**config.mk**
```make
export PLATFORM = sky130hd
export DESIGN_NAME = keypad_event_ctrl
export DESIGN_NICKNAME = d
export VERILOG_FILES = /design/src/rtl/keypad_pkg.sv /design/src/rtl/keypad_event_fifo.sv /design/src/rtl/keypad_event_ctrl.sv
export SDC_FILE = /design/constraint.sdc
export NUM_CORES = 1
export LEC_CHECK = 0
export BUFFER_PORTS_ARGS = -buffer_cell sky130_fd_sc_hd__buf_2
export CAP_MARGIN = 25
export CORE_ASPECT_RATIO = 1.2
export CORE_MARGIN = 4
export CORE_UTILIZATION = 55
export DETAILED_ROUTE_END_ITERATION = 10
export GPL_ROUTABILITY_DRIVEN = 0
export GPL_TIMING_DRIVEN = 0
export HOLD_SLACK_MARGIN = 0.12
export PLACE_DENSITY_LB_ADDON = 0.3
export SYNTH_ARGS = -nofsm -noshare
export SYNTH_HDL_FRONTEND = slang
export SYNTH_SLANG_ARGS = --single-unit
```
**constraint.sdc**
```tcl
create_clock -name clk -period 13.2 [get_ports clk]
set_input_delay 0.66 -clock clk [delete_from_list [all_inputs] [get_ports clk]]
set_output_delay 0.66 -clock clk [all_outputs]
set_load 0.05 [all_outputs]
```
**src/rtl/keypad_pkg.sv**
```systemverilog
`default_nettype none
// ============================================================================
//  Module   : keypad_pkg
//  Purpose  : Shared types, constants and the key-sample classifier for the
//             keypad event controller.
//  Contents : NKEYS / CODE_W constants, FSM state encoding, sample class
//             encoding, classify_keys() helper.
//  Revision : 1.0  initial release
// ============================================================================
package keypad_pkg;

  localparam int NKEYS  = 16;
  localparam int CODE_W = 4;

  // Debounce FSM states.
  typedef enum logic [1:0] {
    ST_IDLE         = 2'd0,
    ST_PRESS_WAIT   = 2'd1,
    ST_HELD         = 2'd2,
    ST_RELEASE_WAIT = 2'd3
  } kp_state_e;

  // Classification of one sample of the key vector.
  typedef enum logic [1:0] {
    CLS_NONE   = 2'd0,
    CLS_SINGLE = 2'd1,
    CLS_MULTI  = 2'd2
  } key_class_e;

  typedef struct packed {
    key_class_e          cls;
    logic [CODE_W-1:0]   code;
  } key_sample_t;

  // Classify a raw key vector. The code field is only meaningful when the
  // class is CLS_SINGLE; it is forced to zero otherwise so downstream logic
  // never sees a stale or arbitrary index.
  function automatic key_sample_t classify_keys(input logic [NKEYS-1:0] keys);
    key_sample_t      s;
    int unsigned      n;
    logic [CODE_W-1:0] last;
    n    = 0;
    last = '0;
    for (int k = 0; k < NKEYS; k++) begin
      if (keys[k]) begin
        n    = n + 1;
        last = CODE_W'(k);
      end
    end
    s.code = '0;
    if (n == 0) begin
      s.cls = CLS_NONE;
    end else if (n == 1) begin
      s.cls  = CLS_SINGLE;
      s.code = last;
    end else begin
      s.cls = CLS_MULTI;
    end
    return s;
  endfunction

endpackage : keypad_pkg
`default_nettype wire

```
**src/rtl/keypad_event_fifo.sv**
```systemverilog
`default_nettype none
// ============================================================================
//  Module   : keypad_event_fifo
//  Purpose  : Small synchronous FIFO for key-code events. Flags are derived
//             from a registered occupancy count, so empty/full never depend
//             combinationally on push/pop.
//  Ports    : clk, rst        - clock, synchronous active-high reset
//             push, din       - write request and data
//             pop             - read request (ignored when empty)
//             dout            - head entry (undefined content when empty)
//             full, empty     - occupancy flags
//  Notes    : DEPTH must be a power of two and >= 2; pointers wrap naturally.
//             A push while full is accepted only if a pop happens in the same
//             cycle; otherwise it is ignored (the caller flags the drop).
//  Revision : 1.0  initial release
// ============================================================================
module keypad_event_fifo #(
  parameter int DEPTH = 4,
  parameter int WIDTH = 4
) (
  input  logic             clk,
  input  logic             rst,
  input  logic             push,
  input  logic [WIDTH-1:0] din,
  input  logic             pop,
  output logic [WIDTH-1:0] dout,
  output logic             full,
  output logic             empty
);

  localparam int PTR_W = $clog2(DEPTH);
  localparam int CNT_W = PTR_W + 1;

  logic [WIDTH-1:0] mem [DEPTH];
  logic [PTR_W-1:0] wr_ptr;
  logic [PTR_W-1:0] rd_ptr;
  logic [CNT_W-1:0] count;

  logic do_push;
  logic do_pop;

  assign empty = (count == '0);
  assign full  = (count == CNT_W'(DEPTH));

  assign do_pop  = pop & ~empty;
  // When full, a simultaneous pop frees the slot being written this edge.
  assign do_push = push & (~full | do_pop);

  assign dout = mem[rd_ptr];

  always_ff @(posedge clk) begin
    if (do_push) begin
      mem[wr_ptr] <= din;
    end
  end

  always_ff @(posedge clk) begin
    if (rst) begin
      wr_ptr <= '0;
      rd_ptr <= '0;
      count  <= '0;
    end else begin
      if (do_push) begin
        wr_ptr <= wr_ptr + 1'b1;
      end
      if (do_pop) begin
        rd_ptr <= rd_ptr + 1'b1;
      end
      case ({do_push, do_pop})
        2'b10:   count <= count + 1'b1;
        2'b01:   count <= count - 1'b1;
        default: count <= count;
      endcase
    end
  end

endmodule : keypad_event_fifo
`default_nettype wire

```
**src/rtl/keypad_event_ctrl.sv**
```systemverilog
`default_nettype none
// ============================================================================
//  Module   : keypad_event_ctrl
//  Purpose  : Debounces the raw 16-bit key vector and emits one 4-bit code
//             per clean single-key press through a valid/ready event FIFO.
//  Ports    : clk, rst        - clock, synchronous active-high reset
//             keys[15:0]      - raw key states, bit k = key k pressed
//             key_valid       - event FIFO non-empty
//             key_code[3:0]   - head event code, 0 when key_valid is low
//             key_ready       - consumer pops head when key_valid & key_ready
//             held            - an accepted key is still down
//             overflow        - sticky, an event was dropped on a full FIFO
//             ovf_clr         - clears overflow (a same-cycle drop wins)
//  Params   : DIV (>=2) clk cycles per sample tick, STABLE_TICKS (>=2)
//             matching ticks to accept press/release, DEPTH (power of 2).
//  Revision : 1.0  initial release
// ============================================================================
module keypad_event_ctrl
  import keypad_pkg::*;
#(
  parameter int DIV          = 50_000,
  parameter int STABLE_TICKS = 4,
  parameter int DEPTH        = 4
) (
  input  logic              clk,
  input  logic              rst,
  input  logic [NKEYS-1:0]  keys,
  output logic              key_valid,
  output logic [CODE_W-1:0] key_code,
  input  logic              key_ready,
  output logic              held,
  output logic              overflow,
  input  logic              ovf_clr
);

  localparam int TICK_W = $clog2(DIV);
  localparam int CNT_W  = $clog2(STABLE_TICKS);

  localparam logic [TICK_W-1:0] TICK_LAST   = TICK_W'(DIV - 1);
  localparam logic [CNT_W-1:0]  STABLE_LAST = CNT_W'(STABLE_TICKS - 1);

  // --------------------------------------------------------------------------
  // Sample tick
  // --------------------------------------------------------------------------
  logic [TICK_W-1:0] tick_cnt;
  logic              tick;

  assign tick = (tick_cnt == TICK_LAST);

  always_ff @(posedge clk) begin
    if (rst) begin
      tick_cnt <= '0;
    end else if (tick) begin
      tick_cnt <= '0;
    end else begin
      tick_cnt <= tick_cnt + 1'b1;
    end
  end

  // --------------------------------------------------------------------------
  // Sample classification
  // --------------------------------------------------------------------------
  key_sample_t sample;
  logic        is_none;
  logic        is_cand;

  assign sample  = classify_keys(keys);
  assign is_none = (sample.cls == CLS_NONE);

  // --------------------------------------------------------------------------
  // Debounce FSM
  // --------------------------------------------------------------------------
  kp_state_e         state;
  logic [CODE_W-1:0] cand;
  logic [CNT_W-1:0]  cnt;
  logic              push;

  assign is_cand = (sample.cls == CLS_SINGLE) && (sample.code == cand);

  // The push is decoded combinationally so the FIFO captures the code on the
  // same edge that moves the FSM into HELD.
  assign push = tick && (state == ST_PRESS_WAIT) && is_cand && (cnt == STABLE_LAST);

  always_ff @(posedge clk) begin
    if (rst) begin
      state <= ST_IDLE;
      cand  <= '0;
      cnt   <= '0;
      held  <= 1'b0;
    end else if (tick) begin
      case (state)
        ST_IDLE: begin
          if (sample.cls == CLS_SINGLE) begin
            cand  <= sample.code;
            cnt   <= CNT_W'(1);
            state <= ST_PRESS_WAIT;
          end
        end
        ST_PRESS_WAIT: begin
          if (is_cand) begin
            if (cnt == STABLE_LAST) begin
              state <= ST_HELD;
              held  <= 1'b1;
            end else begin
              cnt <= cnt + 1'b1;
            end
          end else begin
            // Bounce, release, second key or a different key: abandon.
            state <= ST_IDLE;
          end
        end
        ST_HELD: begin
          // Rollover or extra keys while held are ignored until all keys go up.
          if (is_none) begin
            cnt   <= CNT_W'(1);
            state <= ST_RELEASE_WAIT;
          end
        end
        ST_RELEASE_WAIT: begin
          if (is_none) begin
            if (cnt == STABLE_LAST) begin
              state <= ST_IDLE;
              held  <= 1'b0;
            end else begin
              cnt <= cnt + 1'b1;
            end
          end else begin
            state <= ST_HELD;
          end
        end
        default: begin
          state <= ST_IDLE;
          held  <= 1'b0;
        end
      endcase
    end
  end

  // --------------------------------------------------------------------------
  // Event FIFO and overflow flag
  // --------------------------------------------------------------------------
  logic              fifo_full;
  logic              fifo_empty;
  logic [CODE_W-1:0] fifo_dout;
  logic              pop;
  logic              drop;

  assign key_valid = ~fifo_empty;
  assign key_code  = fifo_empty ? '0 : fifo_dout;
  assign pop       = key_valid & key_ready;
  assign drop      = push & fifo_full & ~pop;

  keypad_event_fifo #(
    .DEPTH (DEPTH),
    .WIDTH (CODE_W)
  ) u_fifo (
    .clk   (clk),
    .rst   (rst),
    .push  (push),
    .din   (cand),
    .pop   (pop),
    .dout  (fifo_dout),
    .full  (fifo_full),
    .empty (fifo_empty)
  );

  always_ff @(posedge clk) begin
    if (rst) begin
      overflow <= 1'b0;
    end else if (drop) begin
      overflow <= 1'b1;
    end else if (ovf_clr) begin
      overflow <= 1'b0;
    end
  end

endmodule : keypad_event_ctrl
`default_nettype wire

```
==> metrics.cfg <==
[outcome]
run_status = finished, final reports clean

[setup_path]
standard_cell_with_the_maximum_stage_delay_on_the_critical_path = sky130_fd_sc_hd__o2111a_1
worst_path_arrival_ps = 11640
critical_path.endpoint_type = register
cp_bufs_invs = 7
critical_path_class = input pin to register
worst_ep_required_time_ps = 13430
path_max_fanout = 10
critical-path-top-delay-family = adder cells
critPathLaunchType = input pin
cp_slowest_stage_delay_ps = 430
cp_common_cell = sky130_fd_sc_hd__ha_1

[finish]
core_util_final_pct = 61.1
final_nets = 569
final_cells = 619
layout_cells_sized_above_1_pct = 14.2
antenna_cells = 0
syn2layout_area_growth_pct = 6.69
layout.filler_cells = 696
layout.area.seq_sq_um = 1180
area_of_the_multi_input_gates_sq_um = 3110
final_area_sq_um = 4790

[placed_design]
dpl-instance-area_sq_um = 4700
place_inst = 611
place.port_buffers = 18
place.detailed.hpwl_mm = 7.10

[grt]
grt_first_pass_wirelength_mm = 15.5
grt_start_max_net_pins = 17
grt-ovfl-total = 0
groute.usage.overall_pct = 18.7
antenna_found_initial = 0
grt_pass1_vias = 3499

[logic_synthesis]
synth-warning-count = 0
synthesis.instances = 501
synth.top_cells.by_count = 53 x sky130_fd_sc_hd__nor2_1, 39 x sky130_fd_sc_hd__nand2_1, 35 x sky130_fd_sc_hd__dfxtp_1
library_cell_with_the_highest_instance_count_after_synthesis = sky130_fd_sc_hd__nor2_1
edff_count_synth = 16
synth_top_cell_area_share_pct = 15.6
synth_fp_nets = 544
synthFlopType = sky130_fd_sc_hd__dfxtp_1
synth_top_cells_by_area = sky130_fd_sc_hd__dfxtp_1 16%, sky130_fd_sc_hd__edfxtp_1 11%, sky130_fd_sc_hd__ha_1 6.1%
seq_area_frac_synth_pct = 26.3
average_cell_area_after_synthesis_sq_um = 8.96
synth_seq_cells = 51
synth_area_leader_cell = sky130_fd_sc_hd__dfxtp_1
async_reset_ff_share_pct = 0
synthesis.area_sq_um = 4490
synthDistinctLibCells = 79

[floorplan]
core_area_sq_um = 7840
die_w_um = 90.5
initial_utilization_pct = 57.3
dieHeight_um = 107
ioPinCount = 27
dieArea_sq_um = 9680
floorplan.rows = 35

[clocking]
root_buffer_selected_by_cts = sky130_fd_sc_hd__clkbuf_8
numCtsBuffers = 5
worst_setup_hold_path_clk_slew_ps = 90
htree_levels = 2
clock_path_buffers = 2
clkLatencyLatePin_ps = 300
holdBufCountCts = 0
tritoncts_num_sinks = 51
cts_resized = 0
post_cts.repair.setup_buffers = 0
cts_tree = built

[sta]
tns_ps = 0
setup_violations = 0
maxSlewHeadroom_pct = 34.1
fin_crit_sh_pct = 86.4
clock_skew_ps = 5.15
worst_pin_slew_ps = 980
slew_viol_final = 0
unrepaired_setup_endpoints_after_global_routing = false
final_critical_delay_including_setup_and_external_delays_ps = 11400
fmax_ghz = 0.0877
finalHoldViolations = 0

[route]
routed-via-count = 3599
route.detailed.wl_per_inst_um = 14.2
vias_per_cell = 5.81
drtAntennaViolNets = 0
detailedRoute.firstPassIterationCount = 4
finalWirelength_mm = 8.79
detailedRoute.firstIterationViolations = 126
post-route-drc-count = 0

[flow_run]
max_cap_violations = 0

[power]
power_leakage_uw = 0.00179
vdd_drop_max_mv = 0.139
power.density_cell_area_nw_per_um2 = 173

[min_path]
hold_path.class = register to register

[worst paths after layout]
| path | from | endpoint | slack, ps | depth (start not counted) |
|---|---|---|---|---|
| setup reg to reg | tick_cnt[4] | u_fifo.count[2] | 9320 | 14 |
| hold / removal | tick_cnt[0] | tick_cnt[0] | 460 | 1 |
| hold reg to reg | tick_cnt[0] | tick_cnt[0] | 460 | 1 |
| setup / recovery | keys[0] | u_fifo.count[2] | 1800 | 56 |
[flip-flops by register name, summed over array words and instances (netlist names), named ones only]
| signal | count |
|---|---|
| u_fifo.count | 3 |
| u_fifo.wr_ptr | 2 |
| u_fifo.rd_ptr | 2 |
| overflow | 1 |
| state | 2 |
| tick_cnt | 16 |
| cand | 4 |
| u_fifo.mem | 16 |
| held | 1 |
| cnt | 2 |
[power breakdown]
group,total (uW),leakage [uW],internal [uW],switching [uW]
registers,162,0.000393,161,0.744
logic,581,0.00135,249,332
clock network,87.8,0.0000418,37.0,50.8
[placed cells by master, fill, tap and decap left out, drive strengths merged, types with 14 or more instances in the layout]
| cell type | n |
|---|---|
| and3 | 14 |
| o21ai | 23 |
| a21oi | 22 |
| dfxtp | 35 |
| nand3 | 18 |
| edfxtp | 16 |
| nor2 | 53 |
| nand2 | 40 |
| ha | 22 |
| xnor2 | 35 |
| clkbuf | 17 |
| xor2 | 26 |
| buf | 23 |
| inv | 30 |
| and2 | 18 |
[worst register-to-register path, delay by kind of cell (launching register included)]
kind	cells	cell delay, ps
adders and majority gates	2	370
xor gates and xnor gates	1	70
and+or+nand+nor	6	2290
buffers and inverters	3	210
DFF	1	350
AOI/OAI and AO/OA	2	540
[logic make-up (layout without fill, tap and decap cells)]
kind of cell	Yosys count	after routing	share of synthesized area [%]
compound gates	100	100	16.3
xor+xnor	67	67	18.4
fa+ha+maj	24	24	6.80
buf+inv	48	74	4.60
flops	51	51	26.3
mux	13	13	4.10
simple gates	198	198	23.5
[metrics by stage]
stage | setup WS (ps) | total power, uW | hold WS [ps]
2_1_floorplan | 2650 | 662 | 413
3_3_place_gp | 1840 | 725 | 420
3_5_place_dp | 1490 | 747 | 431
4_1_cts | 1800 | 835 | 466
5_1_grt | 1110 | 903 | 473
6_report | 1800 | 830 | 463
[final cells by class]
type	instances	area share, %
Timing Repair Buffer	18	1.88
Sequential cell	51	24.7
Multi-Input combinational cell	402	64.9
Buffer	17	1.88
Clock inverter	3	0.418
Inverter	31	2.43
Tap cell	92	2.40
Clock buffer	5	1.44
[routing by layer]
layer  global-route usage [%]  wire length [um]  vias to the layer above
met1                     22.2              3880                     1691
met5                        0                 0                        -
met2                     35.9              4590                       58
li1                         -                 -                     1841
met3                     1.40               196                        9
met4                     5.14               119                        0
(Power assumes the default switching activity.)
